<file path="src/rtl/sme_arb_if.sv">
// ============================================================================
// sme_arb_if : requester, matcher and response signals of the SME arbiter
// Rev 1.0
// ============================================================================
`default_nettype none

interface sme_arb_if;
  logic       req0, req1;
  logic       gnt0, gnt1;
  logic [7:0] cd0, cd1;
  logic       isstr0, isstr1, ispat0, ispat1;
  logic [7:0] sme_chardata;
  logic       sme_isstring, sme_ispattern;
  logic       sme_valid, sme_match;
  logic [4:0] sme_match_index;
  logic       sme_rst;
  logic       rsp_valid, rsp_id, rsp_match;
  logic [4:0] rsp_index;
  logic [1:0] rsp_err;

  modport slave (
    input  req0, req1, cd0, cd1, isstr0, isstr1, ispat0, ispat1,
    input  sme_valid, sme_match, sme_match_index,
    output gnt0, gnt1, sme_chardata, sme_isstring, sme_ispattern, sme_rst,
    output rsp_valid, rsp_id, rsp_match, rsp_index, rsp_err
  );

  modport master (
    output req0, req1, cd0, cd1, isstr0, isstr1, ispat0, ispat1,
    output sme_valid, sme_match, sme_match_index,
    input  gnt0, gnt1, sme_chardata, sme_isstring, sme_ispattern, sme_rst,
    input  rsp_valid, rsp_id, rsp_match, rsp_index, rsp_err
  );
endinterface

`default_nettype wire

</file>
<file path="src/rtl/sme_arb.sv">
// ============================================================================
// sme_arb : two-requester round-robin arbiter feeding one string matcher
// Rev 1.0
// ============================================================================
`default_nettype none

module sme_arb #(
  parameter int TIMEOUT = 255
) (
  input  logic       clk,
  input  logic       reset,
  sme_arb_if.slave   bus
);

  typedef enum logic [2:0] {
    S_IDLE  = 3'd0,
    S_GRANT = 3'd1,
    S_XFER  = 3'd2,
    S_WAIT  = 3'd3,
    S_RESP  = 3'd4
  } state_t;

  localparam logic [7:0] c_timeout   = 8'(TIMEOUT);
  localparam logic [5:0] c_str_max   = 6'd32;
  localparam logic [3:0] c_pat_max   = 4'd8;
  localparam logic [1:0] c_err_ok    = 2'd0;
  localparam logic [1:0] c_err_proto = 2'd1;
  localparam logic [1:0] c_err_tmo   = 2'd2;

  state_t     r_state;
  logic       r_owner;
  logic       r_last;
  logic [5:0] r_str_cnt;
  logic [3:0] r_pat_cnt;
  logic [7:0] r_cnt;
  logic       r_gnt0, r_gnt1;
  logic [7:0] r_sme_char;
  logic       r_sme_str, r_sme_pat, r_sme_rst;
  logic       r_rsp_valid, r_rsp_id, r_rsp_match;
  logic [4:0] r_rsp_index;
  logic [1:0] r_rsp_err;

  logic [7:0] w_cd;
  logic       w_s, w_p;
  logic       w_pick;
  logic [7:0] w_cnt_inc;
  logic       w_cnt_hit;
  logic       w_fwd, w_end, w_to_wait;
  logic [1:0] w_err;
  logic [7:0] w_cnt_next;

  assign w_cd      = r_owner ? bus.cd1    : bus.cd0;
  assign w_s       = r_owner ? bus.isstr1 : bus.isstr0;
  assign w_p       = r_owner ? bus.ispat1 : bus.ispat0;
  // r_last names the requester served most recently; it loses a tie
  assign w_pick    = (bus.req0 && bus.req1) ? ~r_last : bus.req1;
  assign w_cnt_inc = r_cnt + 8'd1;
  assign w_cnt_hit = (w_cnt_inc == c_timeout);

  always_comb begin
    w_fwd      = 1'b0;
    w_end      = 1'b0;
    w_err      = c_err_ok;
    w_to_wait  = 1'b0;
    w_cnt_next = r_cnt;
    case (r_state)
      S_XFER: begin
        if (w_s && w_p) begin
          w_end = 1'b1; w_err = c_err_proto;
        end else if (r_pat_cnt != 4'd0) begin
          if (w_s || (w_p && r_pat_cnt == c_pat_max)) begin
            w_end = 1'b1; w_err = c_err_proto;
          end else if (w_p) begin
            w_fwd = 1'b1;
          end else begin
            w_to_wait  = 1'b1;
            w_cnt_next = 8'd0;
          end
        end else if (r_str_cnt != 6'd0) begin
          // a silent cycle here is the forbidden string/pattern gap
          if (w_p) begin
            w_fwd = 1'b1;
          end else if (!w_s || r_str_cnt == c_str_max) begin
            w_end = 1'b1; w_err = c_err_proto;
          end else begin
            w_fwd = 1'b1;
          end
        end else if (w_p) begin
          w_end = 1'b1; w_err = c_err_proto;
        end else if (w_s) begin
          w_fwd = 1'b1;
        end else if (w_cnt_hit) begin
          w_end = 1'b1; w_err = c_err_tmo;
        end else begin
          w_cnt_next = w_cnt_inc;
        end
      end
      S_WAIT: begin
        if (bus.sme_valid) begin
          w_end = 1'b1;
        end else if (w_cnt_hit) begin
          w_end = 1'b1; w_err = c_err_tmo;
        end else begin
          w_cnt_next = w_cnt_inc;
        end
      end
      default: ;
    endcase
  end

  always_ff @(posedge clk or negedge reset) begin
    if (!reset) begin
      r_state     <= S_IDLE;
      r_owner     <= 1'b0;
      r_last      <= 1'b1;
      r_str_cnt   <= 6'd0;
      r_pat_cnt   <= 4'd0;
      r_cnt       <= 8'd0;
      r_gnt0      <= 1'b0;
      r_gnt1      <= 1'b0;
      r_sme_char  <= 8'd0;
      r_sme_str   <= 1'b0;
      r_sme_pat   <= 1'b0;
      r_sme_rst   <= 1'b0;
      r_rsp_valid <= 1'b0;
      r_rsp_id    <= 1'b0;
      r_rsp_match <= 1'b0;
      r_rsp_index <= 5'd0;
      r_rsp_err   <= 2'd0;
    end else begin
      r_sme_char  <= 8'd0;
      r_sme_str   <= 1'b0;
      r_sme_pat   <= 1'b0;
      r_sme_rst   <= 1'b0;
      r_rsp_valid <= 1'b0;
      case (r_state)
        S_IDLE: begin
          if (bus.req0 || bus.req1) begin
            r_owner <= w_pick;
            r_gnt0  <= ~w_pick;
            r_gnt1  <= w_pick;
            r_state <= S_GRANT;
          end
        end
        S_GRANT: begin
          r_str_cnt <= 6'd0;
          r_pat_cnt <= 4'd0;
          r_cnt     <= 8'd0;
          r_state   <= S_XFER;
        end
        S_XFER, S_WAIT: begin
          r_cnt <= w_cnt_next;
          if (w_fwd) begin
            r_sme_char <= w_cd;
            r_sme_str  <= w_s;
            r_sme_pat  <= w_p;
            r_str_cnt  <= r_str_cnt + {5'd0, w_s};
            r_pat_cnt  <= r_pat_cnt + {3'd0, w_p};
          end
          if (w_to_wait) begin
            r_state <= S_WAIT;
          end
          if (w_end) begin
            r_state     <= S_RESP;
            r_gnt0      <= 1'b0;
            r_gnt1      <= 1'b0;
            r_rsp_valid <= 1'b1;
            r_rsp_id    <= r_owner;
            r_rsp_err   <= w_err;
            r_sme_rst   <= (w_err != c_err_ok);
            r_rsp_match <= (w_err == c_err_ok) && bus.sme_match;
            r_rsp_index <= (w_err == c_err_ok) ? bus.sme_match_index : 5'd0;
          end
        end
        S_RESP: begin
          r_last  <= r_owner;
          r_state <= S_IDLE;
        end
        default: r_state <= S_IDLE;
      endcase
    end
  end

  assign bus.gnt0          = r_gnt0;
  assign bus.gnt1          = r_gnt1;
  assign bus.sme_chardata  = r_sme_char;
  assign bus.sme_isstring  = r_sme_str;
  assign bus.sme_ispattern = r_sme_pat;
  assign bus.sme_rst       = r_sme_rst;
  assign bus.rsp_valid     = r_rsp_valid;
  assign bus.rsp_id        = r_rsp_id;
  assign bus.rsp_match     = r_rsp_match;
  assign bus.rsp_index     = r_rsp_index;
  assign bus.rsp_err       = r_rsp_err;

endmodule

`default_nettype wire

</file>
<file path="src/flat_wrapper.sv">
// flat-port wrapper written by rule: the top's interface ports become plain ports
module sme_arb_flat 
#(
  parameter int TIMEOUT = 255
)
  (clk, reset, bus_req0, bus_req1, bus_cd0, bus_cd1, bus_isstr0, bus_isstr1, bus_ispat0, bus_ispat1, bus_sme_valid, bus_sme_match, bus_sme_match_index, bus_gnt0, bus_gnt1, bus_sme_chardata, bus_sme_isstring, bus_sme_ispattern, bus_sme_rst, bus_rsp_valid, bus_rsp_id, bus_rsp_match, bus_rsp_index, bus_rsp_err);
  sme_arb_if bus_i ();
  input  logic clk;
  input  logic reset;
  input wire logic [$bits(bus_i.req0)-1:0] bus_req0;
  input wire logic [$bits(bus_i.req1)-1:0] bus_req1;
  input wire logic [$bits(bus_i.cd0)-1:0] bus_cd0;
  input wire logic [$bits(bus_i.cd1)-1:0] bus_cd1;
  input wire logic [$bits(bus_i.isstr0)-1:0] bus_isstr0;
  input wire logic [$bits(bus_i.isstr1)-1:0] bus_isstr1;
  input wire logic [$bits(bus_i.ispat0)-1:0] bus_ispat0;
  input wire logic [$bits(bus_i.ispat1)-1:0] bus_ispat1;
  input wire logic [$bits(bus_i.sme_valid)-1:0] bus_sme_valid;
  input wire logic [$bits(bus_i.sme_match)-1:0] bus_sme_match;
  input wire logic [$bits(bus_i.sme_match_index)-1:0] bus_sme_match_index;
  output wire logic [$bits(bus_i.gnt0)-1:0] bus_gnt0;
  output wire logic [$bits(bus_i.gnt1)-1:0] bus_gnt1;
  output wire logic [$bits(bus_i.sme_chardata)-1:0] bus_sme_chardata;
  output wire logic [$bits(bus_i.sme_isstring)-1:0] bus_sme_isstring;
  output wire logic [$bits(bus_i.sme_ispattern)-1:0] bus_sme_ispattern;
  output wire logic [$bits(bus_i.sme_rst)-1:0] bus_sme_rst;
  output wire logic [$bits(bus_i.rsp_valid)-1:0] bus_rsp_valid;
  output wire logic [$bits(bus_i.rsp_id)-1:0] bus_rsp_id;
  output wire logic [$bits(bus_i.rsp_match)-1:0] bus_rsp_match;
  output wire logic [$bits(bus_i.rsp_index)-1:0] bus_rsp_index;
  output wire logic [$bits(bus_i.rsp_err)-1:0] bus_rsp_err;
  assign bus_i.req0 = bus_req0;
  assign bus_i.req1 = bus_req1;
  assign bus_i.cd0 = bus_cd0;
  assign bus_i.cd1 = bus_cd1;
  assign bus_i.isstr0 = bus_isstr0;
  assign bus_i.isstr1 = bus_isstr1;
  assign bus_i.ispat0 = bus_ispat0;
  assign bus_i.ispat1 = bus_ispat1;
  assign bus_i.sme_valid = bus_sme_valid;
  assign bus_i.sme_match = bus_sme_match;
  assign bus_i.sme_match_index = bus_sme_match_index;
  assign bus_gnt0 = bus_i.gnt0;
  assign bus_gnt1 = bus_i.gnt1;
  assign bus_sme_chardata = bus_i.sme_chardata;
  assign bus_sme_isstring = bus_i.sme_isstring;
  assign bus_sme_ispattern = bus_i.sme_ispattern;
  assign bus_sme_rst = bus_i.sme_rst;
  assign bus_rsp_valid = bus_i.rsp_valid;
  assign bus_rsp_id = bus_i.rsp_id;
  assign bus_rsp_match = bus_i.rsp_match;
  assign bus_rsp_index = bus_i.rsp_index;
  assign bus_rsp_err = bus_i.rsp_err;
  sme_arb #(.TIMEOUT(TIMEOUT)) u_core (.clk(clk), .reset(reset), .bus(bus_i));
endmodule
</file>
<file path="config.mk">
export PLATFORM = sky130hd
export DESIGN_NAME = sme_arb_flat
export DESIGN_NICKNAME = d
export VERILOG_FILES = /design/src/rtl/sme_arb_if.sv /design/src/rtl/sme_arb.sv /design/src/flat_wrapper.sv
export SDC_FILE = /design/constraint.sdc
export NUM_CORES = 1
export LEC_CHECK = 0
export ABC_AREA = 1
export BUFFER_PORTS_ARGS = -buffer_cell sky130_fd_sc_hd__buf_4
export CORE_MARGIN = 2
export CORE_UTILIZATION = 30
export DETAILED_ROUTE_END_ITERATION = 10
export GPL_TIMING_DRIVEN = 0
export SLEW_MARGIN = 20
export SYNTH_ARGS = -nofsm -noshare
export SYNTH_HDL_FRONTEND = slang
export SYNTH_SLANG_ARGS = --single-unit
</file>
<file path="constraint.sdc">
create_clock -name clk -period 2.08 [get_ports clk]
set_input_delay 0.208 -clock clk [delete_from_list [all_inputs] [get_ports clk]]
set_output_delay 0.208 -clock clk [all_outputs]
set_load 0.03 [all_outputs]
</file>
=== Word level (Yosys, flattened, before mapping) ===
Cells that the tools add are included.

* Register bits: 46
* Word-level logic and storage cells: 138
* Output and inout port bits: 23

* $add $sub $neg: 3
* Multiplexer cells: 76
* Bitwise operators: 2
* Reduce and logical (&&, ||, !) cells: 22
* Equality and inequality tests: 18

{| class="wikitable"
|+ Operators by type and width
! kind !! number
|-
| two-way mux 8 bit || 12
|-
| two-way mux 1 bit || 41
|-
| one-hot mux 8 bit (2 select lines) || 2
|-
| two-way mux 2 bit || 8
|-
| one-hot mux 6 bit (2 select lines) || 1
|-
| two-way mux 3 bit || 3
|-
| != test 3 bit (second input constant) || 3
|-
| one-hot mux 3 bit (3 select lines) || 1
|-
| adder 8 x 1 -> 8 bit (second input constant) || 1
|-
| == test 8 bit (second input constant) || 1
|-
| != test 4 bit (second input constant) || 2
|-
| one-hot mux 4 bit (2 select lines) || 1
|-
| AND reduction 2 bit || 4
|-
| AND reduction 8 bit || 1
|-
| adder 6 x 1 -> 6 bit || 1
|-
| == test 3 x 2 -> 1 bit (second input constant) || 2
|-
| == test 6 bit (second input constant) || 1
|-
| two-way mux 6 bit || 1
|-
| != test 2 x 1 -> 1 bit (second input constant) || 3
|-
| != test 3 x 1 -> 1 bit (second input constant) || 2
|-
| one-hot mux 1 bit (2 select lines) || 3
|-
| nonzero test 2 bit || 3
|-
| nonzero test 6 bit || 1
|-
| two-way mux 5 bit || 1
|-
| 16 further kinds || 22
|}

=== Depth between registers and ports, before layout ===
Gate-level depths: netlist (run 1).

* Depth in word-level cells: 12
* Mapped depth: 13

=== Least setup slack after synthesis (run 1) ===
Ideal clock, no wire load.

* Path type: register -> register
* Start: reg u_core.r_cnt[0]
* End: reg u_core.r_gnt0, in the netlist u_core.bus.gnt0
* Arrival time: 1.544 ns
* Cell stages (with the launch flop): 12
* Setup time: 0.125 ns
* Setup slack: 0.411 ns
* Path buffers: 0
* Cell sequence: dfrtp_1 > ha_1 > nand3_1 > nor2_1 > nand2_1 > nand2_1 > nor2_2 > nand4_2 > nand4_1 > nand2_1 > nand2_1 > o21ai_1

* Word-level cells in the longest chain between the ends: 11

{| class="wikitable"
|+ RTL lines
! what !! line !! source
|-
| start, declared || sme_arb.sv:35 || <nowiki>logic [7:0] r_cnt;</nowiki>
|-
| start signal, assigned || sme_arb.sv:152 || <nowiki>r_cnt <= w_cnt_next;</nowiki>
|-
| adder 8 x 1 -> 8 bit * || sme_arb.sv:57 || <nowiki>assign w_cnt_inc = r_cnt + 8'd1;</nowiki>
|-
| == test 8 bit * || sme_arb.sv:58 || <nowiki>assign w_cnt_hit = (w_cnt_inc == c_timeout);</nowiki>
|-
| two-way mux 1 bit * || sme_arb.sv:92, sme_arb.sv:101 ||
|-
| two-way mux 1 bit || sme_arb.sv:90 || <nowiki>end else if (w_s) begin</nowiki>
|-
| two-way mux 1 bit || sme_arb.sv:88 || <nowiki>end else if (w_p) begin</nowiki>
|-
| two-way mux 1 bit || sme_arb.sv:79 || <nowiki>end else if (r_str_cnt != 6'd0) begin</nowiki>
|-
| two-way mux 1 bit || sme_arb.sv:70 || <nowiki>end else if (r_pat_cnt != 4'd0) begin</nowiki>
|-
| two-way mux 1 bit || sme_arb.sv:68 || <nowiki>if (w_s && w_p) begin</nowiki>
|-
| one-hot mux 1 bit (2 select lines) * || sme_arb.sv:66 || <nowiki>case (r_state)</nowiki>
|-
| != test 2 x 1 -> 1 bit (no source line) * || n/a ||
|-
| AND reduction 3 bit (no source line) * || n/a ||
|-
| end signal, assigned || sme_arb.sv:140 || <nowiki>r_gnt0 <= ~w_pick;</nowiki>
|-
| end, declared || sme_arb.sv:36 || <nowiki>logic r_gnt0, r_gnt1;</nowiki>
|}

Every way passes the cells marked *; elsewhere a longest branch is shown, timed or not.
A chain may end at the register's enable or synchronous reset.

=== Worst setup path after layout (run 1) ===
* Start: reg u_core.r_owner
* End: reg u_core.r_str_cnt[4]

* Word-level cells in the longest chain between the ends: 11

{| class="wikitable"
|+ RTL lines
! what !! line !! source
|-
| start, declared || sme_arb.sv:31 || <nowiki>logic r_owner;</nowiki>
|-
| start signal, assigned || sme_arb.sv:139 || <nowiki>r_owner <= w_pick;</nowiki>
|-
| two-way mux 1 bit || sme_arb.sv:53 || <nowiki>assign w_s = r_owner ? bus.isstr1 : bus.isstr0;</nowiki>
|-
| zero test 1 bit || sme_arb.sv:83 || <nowiki>end else if (!w_s || r_str_cnt == c_str_max) begin</nowiki>
|-
| logical OR 1 bit || sme_arb.sv:83 ||
|-
| two-way mux 1 bit || sme_arb.sv:83 ||
|-
| two-way mux 1 bit || sme_arb.sv:81 || <nowiki>if (w_p) begin</nowiki>
|-
| two-way mux 1 bit || sme_arb.sv:79 ||
|-
| two-way mux 1 bit || sme_arb.sv:70 ||
|-
| two-way mux 1 bit || sme_arb.sv:68 ||
|-
| two-way mux 1 bit || sme_arb.sv:66 ||
|-
| != test 2 x 1 -> 1 bit (no source line) || n/a ||
|-
| AND reduction 2 bit (no source line) || n/a ||
|-
| end signal, assigned || sme_arb.sv:157 || <nowiki>r_str_cnt <= r_str_cnt + {5'd0, w_s};</nowiki>
|-
| end, declared || sme_arb.sv:33 || <nowiki>logic [5:0] r_str_cnt;</nowiki>
|}

Parallel ways exist; a longest one is shown, timed or not. The select of a mux whose other input is x is not followed.

==> results of run 1 <==
stage by stage:
stage,cells,total power [uW]
after floorplan,306,3330
after global placement,464,4010
after detailed placement,464,4040
after CTS,473,4740
after global routing,475,5140
final,475,4710
worst register-to-register path, delay by kind of cell, from the launching register on:
kind                     cells  cell delay, ps
AND/OR/NAND/NOR              4             330
buffers and inverters        1             190
AO/OA/AOI/OAI                2             180
flip-flops                   1             470
adder cells (fa/ha/maj)      2             490
XOR/XNOR                     1             150
where the power goes:
part / leakage [uW] / internal [uW] / switching (uW)
combinational: 0.00103 / 890 / 1730
sequential: 0.000610 / 1190 / 227
clock: 0.0000514 / 359 / 313
final timing paths:
kind                                          from                         end  slack (ps)  cells after the start
max in group asynchronous                    reset             u_core.r_cnt[2]        1220                      2
setup / recovery                    u_core.r_owner         u_core.r_str_cnt[4]         200                     10
min in group asynchronous                    reset  u_core.bus.sme_chardata[4]         440                      2
hold reg to reg            u_core.bus.rsp_index[1]     u_core.bus.rsp_index[1]         480                      2
hold / removal              bus_sme_match_index[0]     u_core.bus.rsp_index[0]         100                      3
setup reg to reg                    u_core.r_owner         u_core.r_str_cnt[4]         200                     10
kinds of logic after synthesis:
| group | count (synthesis) |
|---|---|
| simple gates | 165 |
| buf+inv | 39 |
| compound gates | 45 |
| flops | 46 |
| xor+xnor | 5 |
| fa+ha+maj | 6 |
cell usage in the layout, fill, tap and decap left out, drive strengths merged, types with 2 or more instances in the layout:
cell | Yosys | routed
nand2 | 104 | 104
buf | 3 | 58
dfrtp | 45 | 45
inv | 34 | 34
nor2 | 27 | 27
nand3 | 24 | 24
a21oi | 20 | 20
o21ai | 17 | 17
nand4 | 8 | 8
clkbuf | 1 | 7
ha | 6 | 6
xor2 | 5 | 5
a31oi | 3 | 3
a221oi | 2 | 2
nor3 | 2 | 2
per-layer routing:
metal / GRT usage / routed length, microns / vias to the layer above
met1: 0.164 / 2570 / 994
met4: 0.0310 / 76 / 0
met5: 0 / 0 / -
met3: 0.0274 / 262 / 8
met2: 0.219 / 2660 / 44
li1: - / - / 1124
cells in the mapped netlist (all sizes together), types with 2 or more instances:
library cell  number  area share
nand2            104        0.18
dfrtp             45        0.44
inv               34       0.051
nor2              27       0.048
nand3             24       0.051
a21oi             20       0.045
o21ai             17       0.041
nand4              8       0.025
ha                 6       0.030
xor2               5       0.017
a31oi              3      0.0074
buf                3       0.011
a221oi             2      0.0069
nor3               2       0.010
area by class of cell:
class | instances | area [sq um] | area share
multi-input cells | 221 | 1230 | 0.382
well taps | 105 | 131 | 0.0409
flip-flops and latches | 46 | 1150 | 0.359
clock inverters | 2 | 37.5 | 0.0117
inverters | 35 | 135 | 0.0421
clock buffers | 6 | 72.6 | 0.0226
repair buffers | 56 | 423 | 0.132
plain buffers | 4 | 31.3 | 0.00975
state kept, by name, indices dropped and copies added, names as in the netlist, 2 cells and up:
register / count
u_core.bus.rsp_index: 5
u_core.r_state: 3
u_core.bus.rsp_err: 2
u_core.r_str_cnt: 6
u_core.r_cnt: 8
u_core.bus.sme_chardata: 8
u_core.r_pat_cnt: 4
repair_timing:
| action | 4_1_cts | 5_1_grt |
|---|---|---|
| hold buffers | 1 | 0 |
| setup buffers | 0 | 2 |
| setup endpoints to repair | 0 | 3 |
| endpoints found under the hold margin | 45 | 0 |
| resized for setup | 0 | 2 |
==> summary.md, run 1 <==
| Metric | Value |
|---|---|
| Leak | `approximately 0.0017 uW` |
| Final setup viols | `0` |
| Final core occ | `0.391` |
| Worst EP required | `~2300 ps` |
| Crit-path max cell delay | `470 ps` |
| Clock Skews | `~7.6 ps` |
| Ratio of cells with drive above 1 in the final layout | `0.292` |
| Final global-route overflow total | `0` |
| Max cap viols | `0` |
| Finished Cell Area | `between 0.003 and 0.004 sq mm` |
| Clock slew at reported path FFs | `around 90 ps` |
| Final GP Congestion | `roughly 0.81` |
| Via density | `4.57` |
| Ys Warns | `0` |
| HP Class | `in -> reg` |
| Std-Cell Rows | `33` |
| DP Worst Slack | `roughly 160 ps` |
| Synth async-reset ratio | `1.00` |
| Core box area | `roughly 0.0082 sq mm` |
| TritonCTS Buffers | `5` |
| TritonCTS clock tree | `built` |
| Kind of critical path | `reg -> reg` |
| Startpoint Class | `flip-flop` |
| Fmax | `approximately 530 MHz` |
| Crit path cell chain | `buf_6, nand2_1, o21ai_1, ha_1, ha_1, nand3_1, xor2_1, nor2_1, nand2_1, o21ai_2` |
| Largest net degree at the start of global routing | `47` |
| Cell Area, Placed | `around 0.0031 sq mm` |
| Synthesized cell area | `about 0.0025 sq mm` |
| Yosys cell types | `34` |
| CTS Root Cell | `clkbuf_8` |
| Post-layout nets | `406` |
| Compound-Gate Fraction of Synth Area | `0.117` |
| Ports | `54` |
| Syn Area/Cell | `8.27 sq um` |
| Synth Register Bits | `46` |
| Synth Flop Type | `dfrtp_1` |
| Largest family of logic cells by synthesized area | `simple AND/OR/NAND/NOR gates` |
| Hold slack final | `~99 ps` |
| H-tree levels | `2` |
| Total power divided by cell area | `~1500 mW/mm^2` |
| Synth Area in Adders | `0.0297` |
| Total Routed Length | `approximately 5.6 mm` |
| Vias in the first global route | `approximately 2,100` |
| Synth Net Count | `343` |
| Syn Inst Count | `306` |
| HPWL after DPL | `a little over 4 mm` |
| Total GRT Usage | `0.128` |
| Minimum clock period | `1880 ps` |
| Critical Path End Type | `flip-flop` |
| Seq/Total Area, Yosys | `0.455` |
| Num Clock Sinks | `46` |
| Setup TNS | `0 ps` |
| Via count | `2,170` |
| Remaining DRCs | `0` |
| Area grow syn2layout | `26.8%` |
| First-pass GRT wire length | `a little over 9 mm` |
| Die area | `about 0.0092 sq mm` |
| Number of flops mapped to enable cells by yosys | `0` |
| Final Max Slew Viols | `0` |
| Iter 0 DRT Violations | `approximately 110` |
| Initial antenna violation count | `0` |
| Status | `completed` |
| CP max FO | `10` |
| Synth Area in XOR/XNOR | `0.0173` |
| Fill count | `a little under 900` |
| Number of I/O port buffers | `53` |
| Max stage delay cell, worst path | `dfrtp_1` |
| Buf/Inv on CP | `1` |
| Worst Tran Pin Value | `slightly below 600 ps` |
| Worst-skew pair later-pin latency | `300 ps` |
| Post-synthesis simple-gate area fraction | `0.315` |
| Ant diodes | `0` |
| Fin crit share | `0.904` |
| VDD IR max | `0.000608 V` |
| Fin. Hold Viols | `0` |
| Crit-path leading delay family | `adder cells` |
| First drt pass iteration count | `4` |
| Chip Height | `between 90 and 100 microns` |
| Initial Util | `0.308` |
| RSZ-0062 raised after global routing | `no` |
| Final worst-path setup slack | `approximately 200 ps` |
| Worst-case clock buffer depth | `2` |
| Routed length per instance | `~12 microns` |
| Multiplexer share of the synthesized area | `0` |
| Die W | `approximately 96 microns` |
| Post-route ant nets | `0` |
| Arrival time worst endpoint | `2110 ps` |
| Rel. slew slack | `0.607` |
Power figures use the tool's default switching activity.
==> run 2, diff against run 1 <==
--- a/config.mk
+++ b/config.mk
@@ -10,7 +10,7 @@
 export CORE_MARGIN = 2
 export CORE_UTILIZATION = 30
 export DETAILED_ROUTE_END_ITERATION = 10
-export GPL_TIMING_DRIVEN = 0
+export HOLD_SLACK_MARGIN = 0.06
 export SLEW_MARGIN = 20
 export SYNTH_ARGS = -nofsm -noshare
 export SYNTH_HDL_FRONTEND = slang
==> run 2 against run 1 <==
Compared with the run above:
- total power fell by 2.0%
- combinational power hardly changed
- setup slack lost 42 ps
- highest routed layer unchanged
- flip-flop and latch count unchanged
- clock skew increased by 3.2 ps
- clock power down 21%
- utilization barely moved
- wire length grew 4.7%
- largest cell class unchanged
- via count is 1.6% higher
==> summary.md, run 2 (same netlist as run 1, synthesis figures left out) <==
| Metric | Value |
|---|---|
| Leak | `0.00170 uW (+0.72%)` |
| Crit-path max cell delay | `420 ps (-50 ps)` |
| Max stage delay cell, worst path | `dfrtp_1` |
| Startpoint Class | `flip-flop` |
| Final setup viols | `0 (unchanged)` |
| Clock Skews | `10.8 ps (+3.22 ps)` |
| Fin crit share | `0.924 (+0.0202)` |
| Worst EP required | `2260 ps (-50 ps)` |
| Commonest non-fill, non-tap cells in the layout | `91 x nand2_1, 62 x buf_4, 45 x dfrtp_1` |
| Largest net degree at the start of global routing | `47 (unchanged)` |
| Setup TNS | `0 ps (unchanged)` |
| H-tree levels | `2 (unchanged)` |
| Commonest non-fill, non-tap cell in the layout | `nand2_1` |
| Fin. Hold Viols | `0 (unchanged)` |
| HP Class | `in -> reg` |
| Psw | `2270 uW (+0.26%)` |
| CTS Root Cell | `clkbuf_8` |
| Arrival time worst endpoint | `2100 ps (about the same)` |
| Post-route ant nets | `0 (unchanged)` |
| Chip Height | `95.9 microns (unchanged)` |
| Remaining DRCs | `0 (unchanged)` |
| Ports | `54 (unchanged)` |
| Core box area | `0.00822 sq mm (unchanged)` |
| Combinational power share | `0.573 (+0.017)` |
| Initial antenna violation count | `0 (unchanged)` |
| Post-layout nets | `409 (+0.74%)` |
| Clock slew at reported path FFs | `80 ps (about the same)` |
| Worst Tran Pin Value | `576 ps (-13.7 ps)` |
| TritonCTS Buffers | `5 (unchanged)` |
| Number of I/O port buffers | `53 (unchanged)` |
| Sw frac | `0.493 (+0.0111)` |
| Critical Path Most Common Cell | `nand2_1` |
| Buf/Inv on CP | `0 (-1)` |
| Max cap viols | `0 (unchanged)` |
| First-pass GRT wire length | `9.80 mm (+4.9%)` |
| Final worst-path setup slack | `158 ps (-42.0 ps)` |
| Total Routed Length | `5.84 mm (+4.7%)` |
| Final Max Slew Viols | `0 (unchanged)` |
| CP max FO | `5 (-5)` |
| Area grow syn2layout | `26.7% (about the same)` |
| Cell Int Power | `2340 uW (-4.1%)` |
| Crit-path leading delay family | `simple AND/OR/NAND/NOR gates` |
| Total power draw | `4620 uW (-2.0%)` |
| Status | `completed` |
| VDD IR max | `0.000531 V (-13%)` |
| HPWL after DPL | `4.42 mm (+6.3%)` |
| Via count | `2,205 (+1.6%)` |
| Initial Util | `0.308 (unchanged)` |
| Ant diodes | `0 (unchanged)` |
| Via density | `4.61 (+0.98%)` |
| TritonCTS clock tree | `built` |
| Vias in the first global route | `2,167 (+3.9%)` |
| Clock power share | `0.115 (-0.028)` |
| Ratio of cells with drive above 1 in the final layout | `0.300 (+0.00838)` |
| Kind of critical path | `reg -> reg` |
| Final global-route overflow total | `0 (unchanged)` |
| Std-Cell Rows | `33 (unchanged)` |
| Minimum clock period | `1920 ps (+42.0 ps)` |
| Die area | `0.00919 sq mm (unchanged)` |
| Worst-case clock buffer depth | `2 (unchanged)` |
| Iter 0 DRT Violations | `89 (-21%)` |
| Placed Instances | `465 (+0.22%)` |
| Final GP Congestion | `0.864 (+7.0%)` |
| Routed length per instance | `12.2 microns (+4.0%)` |
| FF-to-FF setup slack | `160 ps (-40 ps)` |
| Total power divided by cell area | `1440 mW/mm^2 (-2.0%)` |
| Num Clock Sinks | `46 (unchanged)` |
| DP Worst Slack | `171 ps (+9.66 ps)` |
| First drt pass iteration count | `4 (unchanged)` |
| Crit path cell chain | `ha_1, nand3_1, nand2_1, nand3_1, nor2_4, nand4_2, nand4_1, nand2_1, nand2_1, o21ai_1` |
| Final Instance Count excl. Fillers | `478 (+0.63%)` |
| Critical Path End Type | `flip-flop` |
| Rel. slew slack | `0.616 (+0.00912)` |
| Total GRT Usage | `0.134 (+0.00614)` |
| Fmax | `520 MHz (-2.2%)` |
| Die W | `95.9 microns (unchanged)` |
| Worst-skew pair later-pin latency | `300 ps (about the same)` |
| Sequential share of power | `0.312 (+0.011)` |
-- run 2: layout make-up --
cell class | instances | area (sq um)
clock inverters | 2 | 10.0
clock buffers | 6 | 72.6
repair buffers | 63 | 475
fillers | 847 | 5010
flip-flops and latches | 46 | 1150
inverters | 35 | 135
well taps | 105 | 131
multi-input cells | 221 | 1230
-- run 2: power groups by stage --
| stage | combinational, uW | sequential (uW) | clock [uW] |
|---|---|---|---|
| after floorplan | 1660 | 1670 | 0 |
| after global placement | 2560 | 1450 | 0 |
| after detailed placement | 2590 | 1460 | 0 |
| after CTS | 2600 | 1440 | 550 |
| after global routing | 2950 | 1480 | 598 |
| final | 2650 | 1440 | 531 |
-- run 2: worst min-delay path, stage by stage --
cell and delay, ps:
buf_4 80, nand2_1 40, nand2_1 50
-- run 2: worst paths after layout --
check,start,end,cells after the start
max,u_core.r_cnt[1],u_core.bus.gnt0,10
min,bus_sme_match_index[0],u_core.bus.rsp_index[0],3
max reg2reg,u_core.r_cnt[1],u_core.bus.gnt0,10
min reg2reg,u_core.r_pat_cnt[3],u_core.r_pat_cnt[3],1
max in group asynchronous,reset,u_core.r_cnt[1],2
min in group asynchronous,reset,u_core.bus.sme_chardata[4],2
-- run 2: routing by layer --
metal | GRT usage | up-vias | wire, microns
li1 | - | 1125 | -
met1 | 0.177 | 1026 | 2780
met2 | 0.225 | 49 | 2740
met3 | 0.0313 | 5 | 284
met4 | 0.0262 | 0 | 35
met5 | 0 | - | 0
-- run 2: through the flow --
stage,instance area (sq um),hold WS [ps],util
3_3_place_gp,3070,259,0.373
3_5_place_dp,3070,256,0.373
5_1_grt,3210,106,0.390
2_1_floorplan,2530,-87.6,-
4_1_cts,3160,106,0.384
6_report,3210,112,0.390
-- run 2: timing repair --
item | 4_1_cts | 5_1_grt
buffers inserted | 0 | 4
endpoints found under the hold margin | 45 | 0
hold buffers | 1 | 0
resized for setup | 0 | 3
setup endpoints to repair | 0 | 7
==> run 3, diff against run 2 <==
--- a/config.mk
+++ b/config.mk
@@ -5,7 +5,6 @@
 export SDC_FILE = /design/constraint.sdc
 export NUM_CORES = 1
 export LEC_CHECK = 0
-export ABC_AREA = 1
 export BUFFER_PORTS_ARGS = -buffer_cell sky130_fd_sc_hd__buf_4
 export CORE_MARGIN = 2
 export CORE_UTILIZATION = 30
==> run 3 against run 2 <==
Compared with the run above:
- the run now ends with setup timing left
- utilization up 7.9 points
- critical path depth down 3
- clock power up 5.1%
- register-to-register slack worse by 370 ps
==> summary.md, run 3 <==
| Metric | Value |
|---|---|
| Synth async-reset ratio | `1.00 (unchanged)` |
| Synthesized cell area | `0.00232 sq mm (-8.3%)` |
| Fin crit share | `1.10 (+0.177)` |
| Seq/Total Area, Yosys | `0.496 (+0.0412)` |
| Final global-route overflow total | `0 (unchanged)` |
| Initial Util | `0.305 (-0.00296)` |
| Most frequent cell after synthesis | `dfrtp_1` |
| Iter 0 DRT Violations | `52 (-42%)` |
| Arrival time worst endpoint | `2480 ps (+380 ps)` |
| FF-to-FF setup slack | `-210 ps (-370 ps)` |
| Fill count | `738 (-13%)` |
| Die W | `92.0 microns (-4.1%)` |
| Minimum clock period | `2290 ps (+368 ps)` |
| Kind of critical path | `reg -> reg` |
| CTS Root Cell | `clkbuf_8` |
| Post-layout nets | `369 (-9.8%)` |
| Number of I/O port buffers | `53 (unchanged)` |
| Worst Tran Pin Value | `617 ps (+40.9 ps)` |
| Failing checks | `setup timing` |
| Ratio of cells with drive above 1 in the final layout | `0.465 (+0.165)` |
| HP Class | `in -> reg` |
| Status | `finished, violations left` |
| Largest area contributor in the netlist | `dfrtp_1` |
| Synth Register Bits | `46 (unchanged)` |
| Post-route ant nets | `0 (unchanged)` |
| DP Worst Slack | `-207 ps (-378 ps)` |
| Die area | `0.00846 sq mm (-8.0%)` |
| Ys Warns | `0 (unchanged)` |
| Num Clock Sinks | `46 (unchanged)` |
| Commonest non-fill, non-tap cells in the layout | `96 x buf_4, 44 x dfrtp_1, 17 x nand2_1` |
| Fin. Hold Viols | `0 (unchanged)` |
| Crit-path max cell delay | `560 ps (+140 ps)` |
| Most frequent cells after synthesis | `45 x dfrtp_1, 22 x nor2_1, 20 x nand2_1` |
| Clock slew at reported path FFs | `100 ps (+20 ps)` |
| HPWL after DPL | `4.21 mm (-4.6%)` |
| Total power divided by cell area | `1090 mW/mm^2 (-25%)` |
| Area grow syn2layout | `53.9%` |
| TritonCTS Buffers | `5 (unchanged)` |
| Leak | `0.00173 uW (+1.5%)` |
| Rel. slew slack | `0.586 (-0.0300)` |
| Final core occ | `0.470 (+0.0791)` |
| Core box area | `0.00761 sq mm (-7.4%)` |
| CP max FO | `6 (+1)` |
| Crit-path leading delay family | `compound AO/OA/AOI/OAI gates` |
| Critical Path End Type | `flip-flop` |
| Yosys cell types | `50 (+47%)` |
| Std-Cell Rows | `32 (-3.0%)` |
| H-tree levels | `2 (unchanged)` |
| Syn Area/Cell | `10.2 sq um (+23%)` |
| Initial antenna violation count | `0 (unchanged)` |
| Remaining DRCs | `0 (unchanged)` |
| Area of the multi-input gates | `0.00134 sq mm (+8.6%)` |
| Worst-skew pair later-pin latency | `310 ps (about the same)` |
| Total Routed Length | `6.17 mm (+5.7%)` |
| Total GRT Usage | `0.144 (+0.00992)` |
| Max cap viols | `0 (unchanged)` |
| VDD IR max | `0.000624 V (+18%)` |
| RSZ-0062 raised after global routing | `yes` |
| Synth Flop Type | `dfrtp_1` |
| Critical path depth | `7 (-3)` |
| Commonest non-fill, non-tap cell in the layout | `buf_4` |
| First drt pass iteration count | `4 (unchanged)` |
| Ant diodes | `0 (unchanged)` |
| TritonCTS clock tree | `built` |
| Crit path cell chain | `or4_4, o311ai_4, a31o_4, a21oi_2, o31a_1, buf_6, a22o_1` |
| Final setup viols | `32 (+32)` |
| Via density | `4.91 (+6.5%)` |
| Ports | `54 (unchanged)` |
| Buf/Inv on CP | `1 (+1)` |
| Synth Net Count | `265 (-23%)` |
| Seq. cell area | `0.00115 sq mm (+0.11%)` |
| Startpoint Class | `flip-flop` |
| Final worst-path setup slack | `-210 ps (-368 ps)` |
| Ranking of synthesized cells by area | `dfrtp_1 49%, mux2i_1 6.5%, nor2_1 3.6%` |
| Syn Inst Count | `228 (-25%)` |
| Final GP Congestion | `0.901 (+4.3%)` |
| R2R cell count | `7 (-3)` |
| Routed length per instance | `14.2 microns (+16%)` |
| Fmax | `437 MHz (-16%)` |
| Worst-case clock buffer depth | `2 (unchanged)` |
| Chip Height | `92.0 microns (-4.1%)` |
| Worst EP required | `2270 ps (about the same)` |
| Largest net degree at the start of global routing | `47 (unchanged)` |
| Hold Path Cell Cnt | `2 (-1)` |
| Vias in the first global route | `2,082 (-3.9%)` |
| Max stage delay cell, worst path | `or4_4` |
| Synth top area share | `0.485 (+0.0403)` |
| Number of flops mapped to enable cells by yosys | `0 (unchanged)` |
| First-pass GRT wire length | `9.82 mm (+0.20%)` |
| Via count | `2,137 (-3.1%)` |
| Clock Skews | `17.8 ps (+6.93 ps)` |
| Final Max Slew Viols | `0 (unchanged)` |
[run 3: changes by cell type in the layout (fill, tap and decap cells not counted), moves of 9 or more]
| cell | delta |
|---|---|
| nor2_1 | -9 |
| nand2_1 | -74 |
| nand3_1 | -11 |
| mux2i_1 | +14 |
| inv_1 | -17 |
| a21oi_1 | -15 |
| buf_4 | +34 |
[run 3: power breakdown]
part / internal [uW] / total, uW / switching (uW) / leakage, uW
logic: 918 / 2050 / 1130 / 0.00107
clock network: 239 / 558 / 319 / 0.0000385
registers: 1100 / 1270 / 172 / 0.000619
total: 2260 / 3880 / 1620 / 0.00173
[run 3: final timing paths]
path	from	end
max	u_core.r_str_cnt[2]	u_core.bus.rsp_index[0]
min	bus_sme_match_index[4]	u_core.bus.rsp_index[4]
max reg2reg	u_core.r_str_cnt[2]	u_core.bus.rsp_index[0]
min reg2reg	u_core.r_cnt[7]	u_core.r_cnt[7]
max in group asynchronous	reset	u_core.r_owner
min in group asynchronous	reset	u_core.r_cnt[3]
[run 3: area by class of cell]
type,count,share of cell area
Sequential cell,46,0.323
Inverter,11,0.0116
Tap cell,102,0.0357
Timing Repair Buffer,105,0.232
Multi-Input combinational cell,163,0.374
Clock buffer,7,0.0214
Clock inverter,1,0.00210
[run 3: per-layer routing]
metal / track usage / part of all wire
met2: 0.219 / 0.50
met3: 0.0288 / 0.032
met5: 0 / 0
met4: 0.0498 / 0.013
met1: 0.203 / 0.46
[run 3: kinds of logic (layout without fill, tap and decap cells)]
kind of cell,Yosys count,after routing,share of synthesized area
multiplexers,17,17,0.0760
AND/OR/NAND/NOR,85,85,0.182
adder cells (fa/ha/maj),6,6,0.0323
flip-flops,46,46,0.496
buffers and inverters,19,124,0.0356
XOR/XNOR,2,2,0.00755
AO/OA/AOI/OAI,53,53,0.170
[run 3: timing repair]
action / in CTS / in global routing
endpoints found under the setup margin: 29 / 40
gates cloned: 1 / 0
pin swaps: 10 / 19
hold buffers: 1 / 0
hold endpoints to repair: 45 / 0
gates resized for setup: 23 / 33
buffers inserted: 2 / 7
[run 3: stage by stage]
step	total power [uW]	hold WS (ps)	instance area [sq um]	TNS [ps]	std cells
6_report	3880	101	3570	-2780	435
5_1_grt	4130	106	3570	-5490	435
4_1_cts	3710	104	3410	-1520	429
3_5_place_dp	3010	258	3160	-2680	417
3_3_place_gp	2990	252	3160	-2570	417
2_1_floorplan	2330	-87.6	2360	-899	228
